===== src/rtl/serdes_pkg.sv =====
// serdes_pkg: shared FSM encoding, link defaults and width helpers for the F2F serdes pair.
package serdes_pkg;
    localparam logic [1:0] HUNT     = 2'd0;
    localparam logic [1:0] DATA     = 2'd1;
    localparam logic [1:0] SYNC_CHK = 2'd2;

    localparam int          SYNC_W_DEF       = 8;
    localparam logic [7:0]  SYNC_PATTERN_DEF = 8'hA5;

    function automatic int clog2(input int n);
        int r = 0;
        while ((1 << r) < n) r++;
        return (r < 1) ? 1 : r;
    endfunction

    function automatic int max2(input int a, input int b);
        return (a > b) ? a : b;
    endfunction
endpackage


===== src/rtl/deserializer_framed_if.sv =====
// deserializer_framed_if: serial input and parallel word output of the framed deserializer.
interface deserializer_framed_if #(
    parameter int DATA_W = 32
);
    logic              en_i;
    logic              serial_i;
    logic [DATA_W-1:0] data_o;
    logic              valid_o;
    logic              locked_o;
    logic              sync_err_o;

    modport master(output en_i, serial_i, input data_o, valid_o, locked_o, sync_err_o);
    modport slave(input en_i, serial_i, output data_o, valid_o, locked_o, sync_err_o);
endinterface


===== src/rtl/serdes_sync_detect.sv =====
// serdes_sync_detect: sliding sync window; match/full flag the window the current bit completes.
module serdes_sync_detect
    import serdes_pkg::*;
#(
    parameter int                SYNC_W       = SYNC_W_DEF,
    parameter logic [SYNC_W-1:0] SYNC_PATTERN = SYNC_W'(SYNC_PATTERN_DEF)
) (
    input  logic clk,
    input  logic reset,
    input  logic clr_i,
    input  logic shift_i,
    input  logic bit_i,
    output logic match_o,
    output logic full_o
);
    localparam int FW = clog2(SYNC_W + 1);

    logic [SYNC_W-1:0] win_q, win_d;
    logic [FW-1:0]     fill_q;

    assign win_d   = {win_q[SYNC_W-2:0], bit_i};
    // Only a window made entirely of sampled bits may match, never cleared-zero padding.
    assign full_o  = shift_i && fill_q >= FW'(SYNC_W - 1);
    assign match_o = full_o && win_d == SYNC_PATTERN;

    always_ff @(posedge clk or negedge reset) begin
        if (!reset) begin
            win_q  <= '0;
            fill_q <= '0;
        end else if (clr_i) begin
            win_q  <= '0;
            fill_q <= '0;
        end else if (shift_i) begin
            win_q  <= win_d;
            fill_q <= (fill_q == FW'(SYNC_W)) ? fill_q : fill_q + FW'(1);
        end
    end
endmodule


===== src/rtl/deserializer_framed.sv =====
// deserializer_framed: hunts the sync pattern, assembles payload words and tracks link lock.
module deserializer_framed
    import serdes_pkg::*;
#(
    parameter int                DATA_W       = 32,
    parameter int                SYNC_W       = SYNC_W_DEF,
    parameter logic [SYNC_W-1:0] SYNC_PATTERN = SYNC_W'(SYNC_PATTERN_DEF),
    parameter bit                MSB_FIRST    = 1'b1,
    parameter int                MAX_ERR      = 3
) (
    input logic                  clk,
    input logic                  reset,
    deserializer_framed_if.slave bus
);
    localparam int CW = clog2(max2(DATA_W, SYNC_W));

    logic [1:0]        state_q, state_d;
    logic [CW-1:0]     cnt_q, cnt_d;
    logic [3:0]        err_q, err_d;
    logic [DATA_W-1:0] shreg_q, shreg_d, data_q, data_d;
    logic              valid_q, valid_d, locked_q, locked_d, serr_q, serr_d;
    logic              match, full, clr, shift;

    // The window is reused for the sync check, so it is held empty through DATA.
    assign shift = bus.en_i && state_q != DATA;
    assign clr   = state_q == DATA || (bus.en_i && state_q == SYNC_CHK && full);

    serdes_sync_detect #(
        .SYNC_W      (SYNC_W),
        .SYNC_PATTERN(SYNC_PATTERN)
    ) u_sync (
        .clk    (clk),
        .reset  (reset),
        .clr_i  (clr),
        .shift_i(shift),
        .bit_i  (bus.serial_i),
        .match_o(match),
        .full_o (full)
    );

    always_comb begin
        state_d  = state_q;
        cnt_d    = cnt_q;
        err_d    = err_q;
        shreg_d  = shreg_q;
        data_d   = data_q;
        locked_d = locked_q;
        valid_d  = 1'b0;
        serr_d   = 1'b0;
        case (state_q)
            HUNT: if (bus.en_i && match) begin
                state_d  = DATA;
                cnt_d    = '0;
                locked_d = 1'b1;
            end
            DATA: if (bus.en_i) begin
                shreg_d = MSB_FIRST ? {shreg_q[DATA_W-2:0], bus.serial_i} : {bus.serial_i, shreg_q[DATA_W-1:1]};
                cnt_d   = cnt_q + CW'(1);
                if (cnt_q == CW'(DATA_W - 1)) begin
                    data_d  = shreg_d;
                    valid_d = 1'b1;
                    state_d = SYNC_CHK;
                    cnt_d   = '0;
                end
            end
            SYNC_CHK: if (bus.en_i) begin
                cnt_d = cnt_q + CW'(1);
                if (full) begin
                    cnt_d   = '0;
                    state_d = DATA;
                    serr_d  = !match;
                    err_d   = match ? '0 : (err_q == 4'hF ? err_q : err_q + 4'd1);
                    if (!match && err_d >= 4'(MAX_ERR)) begin
                        state_d  = HUNT;
                        locked_d = 1'b0;
                        err_d    = '0;
                    end
                end
            end
            default: begin
                state_d  = HUNT;
                cnt_d    = '0;
                locked_d = 1'b0;
            end
        endcase
    end

    always_ff @(posedge clk or negedge reset) begin
        if (!reset) begin
            state_q  <= HUNT;
            cnt_q    <= '0;
            err_q    <= '0;
            shreg_q  <= '0;
            data_q   <= '0;
            valid_q  <= 1'b0;
            locked_q <= 1'b0;
            serr_q   <= 1'b0;
        end else begin
            state_q  <= state_d;
            cnt_q    <= cnt_d;
            err_q    <= err_d;
            shreg_q  <= shreg_d;
            data_q   <= data_d;
            valid_q  <= valid_d;
            locked_q <= locked_d;
            serr_q   <= serr_d;
        end
    end

    assign bus.data_o     = data_q;
    assign bus.valid_o    = valid_q;
    assign bus.locked_o   = locked_q;
    assign bus.sync_err_o = serr_q;
endmodule


===== src/flat_wrapper.sv =====
// flat-port wrapper written by rule: the top's interface ports become plain ports
module deserializer_framed_flat import serdes_pkg::*;
#(
    parameter int                DATA_W       = 32,
    parameter int                SYNC_W       = SYNC_W_DEF,
    parameter logic [SYNC_W-1:0] SYNC_PATTERN = SYNC_W'(SYNC_PATTERN_DEF),
    parameter bit                MSB_FIRST    = 1'b1,
    parameter int                MAX_ERR      = 3
)
  (clk, reset, bus_en_i, bus_serial_i, bus_data_o, bus_valid_o, bus_locked_o, bus_sync_err_o);
  deserializer_framed_if #(.DATA_W(DATA_W)) bus_i ();
  input logic clk;
  input logic reset;
  input wire logic [$bits(bus_i.en_i)-1:0] bus_en_i;
  input wire logic [$bits(bus_i.serial_i)-1:0] bus_serial_i;
  output wire logic [$bits(bus_i.data_o)-1:0] bus_data_o;
  output wire logic [$bits(bus_i.valid_o)-1:0] bus_valid_o;
  output wire logic [$bits(bus_i.locked_o)-1:0] bus_locked_o;
  output wire logic [$bits(bus_i.sync_err_o)-1:0] bus_sync_err_o;
  assign bus_i.en_i = bus_en_i;
  assign bus_i.serial_i = bus_serial_i;
  assign bus_data_o = bus_i.data_o;
  assign bus_valid_o = bus_i.valid_o;
  assign bus_locked_o = bus_i.locked_o;
  assign bus_sync_err_o = bus_i.sync_err_o;
  deserializer_framed #(.DATA_W(DATA_W), .SYNC_W(SYNC_W), .SYNC_PATTERN(SYNC_PATTERN), .MSB_FIRST(MSB_FIRST), .MAX_ERR(MAX_ERR)) u_core (.clk(clk), .reset(reset), .bus(bus_i));
endmodule

===== config.mk =====
export PLATFORM = sky130hd
export DESIGN_NAME = deserializer_framed_flat
export DESIGN_NICKNAME = d
export VERILOG_FILES = /design/src/rtl/serdes_pkg.sv /design/src/rtl/deserializer_framed_if.sv /design/src/rtl/serdes_sync_detect.sv /design/src/rtl/deserializer_framed.sv /design/src/flat_wrapper.sv
export SDC_FILE = /design/constraint.sdc
export NUM_CORES = 1
export LEC_CHECK = 0
export CORE_ASPECT_RATIO = 0.9
export CORE_UTILIZATION = 60
export DETAILED_ROUTE_END_ITERATION = 8
export GPL_ROUTABILITY_DRIVEN = 0
export PLACE_DENSITY = 0.85
export SLEW_MARGIN = 20
export SYNTH_ARGS = -nofsm -noshare
export SYNTH_HDL_FRONTEND = slang
export SYNTH_SLANG_ARGS = --single-unit

===== constraint.sdc =====
create_clock -name clk -period 2.7 [get_ports clk]
set_input_delay 0.54 -clock clk [delete_from_list [all_inputs] [get_ports clk]]
set_output_delay 0.54 -clock clk [all_outputs]
set_load 0.005 [all_outputs]

# [Yosys cells after proc, flatten, opt, wreduce, memory -nomap -nowiden]
# Index checks and enable logic that the tools add are counted.
[classes] add_sub_neg=3 n_lt_le_gt_ge=2 eq_ne=14 n_mux=32 n_bitwise=1 n_reduce_logical=18
[op_table] operator="$mux W5" count=5
[op_table] operator="$mux W4" count=6
[op_table] operator="$pmux W5 S3" count=1
[op_table] operator="$mux W7" count=2
[op_table] operator="$mux W1" count=11
[op_table] operator="$mux W2" count=5
[op_table] operator="$reduce_and A5 Y1" count=2
[op_table] operator="$reduce_and A3 Y1" count=3
[op_table] operator="$add A4 B1 Y4 const B" count=2
[op_table] operator="$eq A4 B4 Y1 const B" count=2
[op_table] operator="$eq A8 B8 Y1 const B" count=1
[op_table] operator="$ne A2 B1 Y1 const B" count=4
[op_table] operator="$ne A2 B2 Y1 const B" count=4
[op_table] operator="$logic_and A1 B1 Y1" count=7
[op_table] operator="$pmux W2 S3" count=1
[op_table] operator="$add A5 B1 Y5 const B" count=1
[op_table] operator="$eq A5 B5 Y1 const B" count=1
[op_table] operator="$ge A4 B2 Y1 const B" count=1
[op_table] operator="$ge A4 B3 Y1 const B" count=1
[op_table] operator="$reduce_and A2 Y1" count=2
[op_table] operator="$pmux W1 S3" count=1
[op_table] operator="$eq A2 B1 Y1 const B" count=1
[op_table] operator="$eq A2 B2 Y1 const B" count=1
[op_table] operator="$logic_not A2 Y1" count=1
[op_table] operator="4 further kinds" count=4
[word_totals] ff_bits=88 input_bits=4 output_inout_bits=35 wordCells=80

# [Longest topological paths before layout]
[logic_depth] depth_word=11 mapped_depth=7 mapped_depth_nobuf=7

# [Hierarchy]
# From an unflattened synthesis, not the netlist that was laid out.
[hier_totals] hier_cells=267 hier_area_um2=3737.3
[by_module_without_submodules] module="deserializer_framed" instances=1 cells_each=215 area_per_inst_um2=3186.8 seq_area_each_um2=1926.8
[by_module_without_submodules] module="serdes_sync_detect" instances=1 cells_each=52 area_per_inst_um2=550.5 seq_area_each_um2=275.3

# [Worst setup path after synthesis]
# Ideal clock, no wire load.
[synth_timing] path_kind="flip-flop to flip-flop" start="register u_core.cnt_q[0]" end="register u_core.cnt_q[2]" setup_ps=64 t_arrival_ps=1762 required_time_ps=2636 setup_slack_ps=874 path_stages_with_launch=8 n_path_buf=0 synth_period_minus_slack_ps=1826 cell_sequence="dfrtp_1 -> ha_1 -> and3_1 -> ha_1 -> nor2b_1 -> o221ai_2 -> a2111oi_2 -> a211o_1"
[synth_between] elab_chain_len=4 word_cells_on_any_way=7 cone_classes="add/sub (1); eq/ne (1); mux (5)"
[synth_rtl] item="start: declaration" line_no="deserializer_framed.sv:18" rtl="logic [CW-1:0] cnt_q, cnt_d;"
[synth_rtl] item="start signal: assignment" line_no="deserializer_framed.sv:100" rtl="cnt_q <= cnt_d;"
[synth_rtl] item="$add A5 B1 Y5 / $eq A5 B5 Y1 (equally long branches)" line_no="deserializer_framed.sv:58, deserializer_framed.sv:67, deserializer_framed.sv:59"
[synth_rtl] item="$mux W5, on equally long branches" line_no="deserializer_framed.sv:68, deserializer_framed.sv:59"
[synth_rtl] item="$mux W5, on equally long branches" line_no="deserializer_framed.sv:66, deserializer_framed.sv:56"
[synth_rtl] item="$pmux W5 S3 (*)" line_no="deserializer_framed.sv:50" rtl="case (state_q)"
# Every way passes the cells marked *; elsewhere a longest branch is shown, timed or not. The select of a mux whose other input is x is not followed.
# A chain may end at the register's enable or synchronous reset.

# [Worst setup path after layout]
[layout_timing] start="register u_core.state_q[1]" end="register u_core.err_q[0]"
[layout_between] elab_chain_len=8 word_cells_on_any_way=11 cone_classes="order compare (1); eq/ne (2); mux (2); reduce/logical (6)"
[layout_rtl] item="start: declaration" line_no="deserializer_framed.sv:17" rtl="logic [1:0] state_q, state_d;"
[layout_rtl] item="start signal: assignment" line_no="deserializer_framed.sv:99" rtl="state_q <= state_d;"
[layout_rtl] item="$ne A2 B1 Y1" line_no="deserializer_framed.sv:25" rtl="assign shift = bus.en_i && state_q != DATA;"
[layout_rtl] item="$logic_and A1 B1 Y1" line_no="deserializer_framed.sv:25"
[layout_rtl] item="$logic_and A1 B1 Y1" line_no="serdes_sync_detect.sv:23" rtl="assign full_o = shift_i && fill_q >= FW'(SYNC_W - 1);"
[layout_rtl] item="$logic_and A1 B1 Y1" line_no="serdes_sync_detect.sv:24" rtl="assign match_o = full_o && win_d == SYNC_PATTERN;"
[layout_rtl] item="$mux W4" line_no="deserializer_framed.sv:72" rtl="err_d = match ? '0 : (err_q == 4'hF ? err_q : err_q + 4'd1);"
[layout_rtl] item="$ge A4 B2 Y1" line_no="deserializer_framed.sv:73" rtl="if (!match && err_d >= 4'(MAX_ERR)) begin"
[layout_rtl] item="$logic_and A1 B1 Y1" line_no="deserializer_framed.sv:73"
[layout_rtl] item="$mux W4" line_no="deserializer_framed.sv:73"
[layout_rtl] item="end signal: assignment" line_no="deserializer_framed.sv:101" rtl="err_q <= err_d;"
[layout_rtl] item="end: declaration" line_no="deserializer_framed.sv:19" rtl="logic [3:0] err_q, err_d;"
# Several ways; a longest one is shown, not always the timed one.

==> summary.txt <==
Cells and area
  • Post-layout util: 0.7369
  • Sequential cell area in the final layout: 2202 um^2
  • Area of the multi-input gates: 1505 um^2
  • Share of cells above drive strength 1: 0.2966
  • Layout net count: 335
  • Final std cell area, no fill: 4506 um^2
  • Signed area change from the synthesized netlist to the final layout: 18.53%
  • Diodes inserted: 0
  • Layout Cells excl Fill: 414
  • Fillcell total: 392

Global routing
  • Largest net degree at the start of global routing: 35
  • Total global routing track utilization: 0.2106
  • Number of antenna violations at the first check in global routing: 0
  • Vias in the first global route: 2224
  • Wire length of the first global-routing pass: 10.72 mm
  • Overflow left after global routing: 0

Detailed routing
  • Met2 wire length: 3.042 mm
  • Total Wirelength: 6.335 mm
  • Met3 WL: 168 um
  • Residual DRC count: 2
  • Drt first pass iters: 6
  • Via count: 2271
  • First DRT Iteration DRCs: 104
  • Post-detailed-route wirelength per cell: 15.30 um
  • Topmost layer with routed signal wires: met4
  • Vias per inst: 5.486
  • Met1 Wirelength: 3.023 mm
  • Post-route antenna net violation count: 0

Yosys
  • Post-synthesis share of cell area spent on and, or, nand and nor gates: 0.09743
  • Post-synth ARST share: 1.000
  • Synthesized netlist net count: 291
  • Number of cells produced by synthesis: 278
  • Synthesized area: 3801 um^2
  • Number of distinct library cell variants in the gate-level netlist after synthesis: 52
  • Portion of netlist area occupied by mux cells: 0.1922
  • Area fraction in compound gates after synthesis: 0.06978
  • Commonest cells in the netlist: sky130_fd_sc_hd__dfrtp_1 (88), sky130_fd_sc_hd__mux2_2 (63), sky130_fd_sc_hd__nand3_1 (12)
  • Synth top area share: 0.5793
  • Post-Synth Adder-Cell Area: 0.02962
  • Most frequently used flop master after synthesis: sky130_fd_sc_hd__dfrtp_1
  • Total of flip-flops plus latches after synthesis: 88
  • Number of enable-type register cells in the synthesized netlist: 0
  • Sequential element share of the synthesized area: 0.5793
  • Combinational family with the most area after synthesis: multiplexers
  • Post-Synth XOR/XNOR Area: 0.006912
  • Count of synthesis-stage warnings from yosys: 0
  • Top area cells in the synthesized netlist: sky130_fd_sc_hd__dfrtp_1 (58%), sky130_fd_sc_hd__mux2_2 (19%), sky130_fd_sc_hd__ha_1 (3.0%)
  • Cell taking the most area after synthesis: sky130_fd_sc_hd__dfrtp_1
  • Top-count cell post-synth: sky130_fd_sc_hd__dfrtp_1
  • Average footprint of a synthesized cell: 13.67 um^2

Die
  • Die span in y: 77.51 um
  • Number of I/O pins: 39
  • Cell row count: 27
  • Horiz. Die Dim: 85.90 um
  • DIE AREA: 6658 um^2
  • Floorplan core area: 6115 um^2
  • Effective utilization at floorplan: 0.6216

Power
  • Maximum vdd ir drop: 0.4734 mV
  • Power per cell area: 703.6 nW/um^2
  • Leakage power figure: 2.202 nW

STA
  • Count of endpoints failing setup in the final report: 0
  • Minimum clock period after layout: 2.103 ns
  • Slew at the pin closest to its max-slew limit: 0.4606 ns
  • Total negative slack: 0 ns
  • Maximum clock rate: 475.5 MHz
  • Clock Skew: 0.01104 ns
  • Slew Limit Fails: 0
  • Relative slew slack: 0.6921
  • Share of the clock period used by the worst path: 0.7790
  • Count of endpoints failing hold in the final timing report: 0
  • RSZ-0062 raised after global routing: no

Critical path
  • End of the worst register-to-register path: u_core.err_q[0]
  • Critical Path Source Type: register
  • Number of cells on the worst reg-to-reg path: 6
  • Critical Path Fanout Max: 14
  • Worst reg2reg startpoint: u_core.state_q[1]
  • Arrival time reported for the critical path endpoint: 2.39 ns
  • R2r setup slk: 0.60 ns
  • Data required time at the worst endpoint: 2.99 ns
  • Type of the worst setup path: reg -> reg
  • Crit end category: register

Placement
  • Number of placed instances, taps included: 398
  • Port-buffer cells: 38
  • Post-place instance area: 4293 um^2
  • Post-DP HPWL: 4.369 mm

Run status
  • Status: finished, violations left
  • Violations in the final reports: DRC

Clock tree
  • Post-CTS Hold Fix Bufs: 0
  • Buffers inserted by post-CTS timing repair: 0
  • Number of buffers inserted during clock tree synthesis: 9
  • Clock Pin Slew Worst Setup and Hold Paths: 0.09 ns
  • Htree depth: 3
  • Clock buffer depth: 2
  • Clock latency on the worst-skew pair: 0.35 ns
  • Clock root buffer master: sky130_fd_sc_hd__clkbuf_8
  • TritonCTS Sinks: 88
  • CTS tree: yes
  • Post-CTS sizing: 0

Job
  • Maximum capacitance violations: 0

Worst hold path
  • Worst min-delay path category: in -> async
[cell families after synthesis]
logic type | Yosys count
compound gates | 33
flops | 88
simple gates | 59
mux | 65
fa+ha+maj | 9
buf+inv | 21
xor+xnor | 3
[layer usage]
layer  up-vias  GRT usage
met5         -          0
met4         0    0.08500
met3         8    0.04255
met2        39     0.3349
met1      1135     0.2849
li1       1089          -
[per-stage QoR]
step / worst slack, ns / power, W / hold WS [ns]
final: 0.5968 / 0.003170 / 0.07255
after global routing: 0.4079 / 0.003323 / 0.08134
after CTS: 0.6198 / 0.003197 / 0.06447
after detailed placement: 0.4007 / 0.002251 / 0.4605
after global placement: 0.4569 / 0.002222 / 0.4571
after floorplan: 0.8740 / 0.002075 / 0.2444
[layout make-up]
class / instances / share of cell area
flip-flops and latches: 88 / 0.4888
multi-input cells: 169 / 0.3341
repair buffers: 45 / 0.09831
clock buffers: 10 / 0.03055
well taps: 87 / 0.02416
clock inverters: 6 / 0.01666
inverters: 9 / 0.007498
[worst max-delay path: stages (launching register included)]
cell	delay [ns]
sky130_fd_sc_hd__dfrtp_1	0.40
sky130_fd_sc_hd__inv_1	0.08
sky130_fd_sc_hd__ha_1	0.34
sky130_fd_sc_hd__and2b_1	0.35
sky130_fd_sc_hd__nand3_1	0.37
sky130_fd_sc_hd__a21oi_1	0.33
sky130_fd_sc_hd__a22o_1	0.17
[cell usage in the layout, fill, tap and decap left out, types with 6 or more instances in the layout]
master                            netlist  final
sky130_fd_sc_hd__clkbuf_8               0     10
sky130_fd_sc_hd__mux2_2                63     63
sky130_fd_sc_hd__a21oi_1                9      9
sky130_fd_sc_hd__nand2b_1               9      9
sky130_fd_sc_hd__buf_4                  1      7
sky130_fd_sc_hd__nand3_1               12     12
sky130_fd_sc_hd__clkdlybuf4s50_1        0     37
sky130_fd_sc_hd__ha_1                   9      9
sky130_fd_sc_hd__inv_1                  9      9
sky130_fd_sc_hd__dfrtp_1               88     88
sky130_fd_sc_hd__nor2_1                 6      6
sky130_fd_sc_hd__nand2_1                6      6
[power by group]
part           total [W]  switching (W)  leakage, nW  internal [W]
Clock           0.000940       0.000474        0.105      0.000466
Sequential       0.00153       0.000109         1.22       0.00142
Combinational   0.000699       0.000387        0.881      0.000312
[flip-flops by register name (all words and copies together), names as in the netlist]
| register | cells |
|---|---|
| u_core.bus.valid_o | 1 |
| u_core.bus.data_o | 32 |
| u_core.u_sync.win_q | 7 |
| u_core.cnt_q | 5 |
| u_core.bus.sync_err_o | 1 |
| u_core.err_q | 4 |
| u_core.shreg_q | 31 |
| u_core.state_q | 2 |
| u_core.bus.locked_o | 1 |
| u_core.u_sync.fill_q | 4 |
[how the worst max path moves through the flow]
stage | from | to | cells past startpoint | slack [ns]
after global placement | bus_en_i | u_core.err_q[0] | 5 | 0.46
final | u_core.state_q[1] | u_core.err_q[0] | 6 | 0.60
after global routing | u_core.state_q[1] | u_core.err_q[0] | 6 | 0.41
after floorplan | u_core.cnt_q[0] | u_core.cnt_q[2] | 7 | 0.87
after CTS | u_core.state_q[1] | u_core.err_q[0] | 6 | 0.62
after detailed placement | bus_en_i | u_core.cnt_q[3] | 6 | 0.40
No activity file was read; power rests on OpenSTA's default activity.
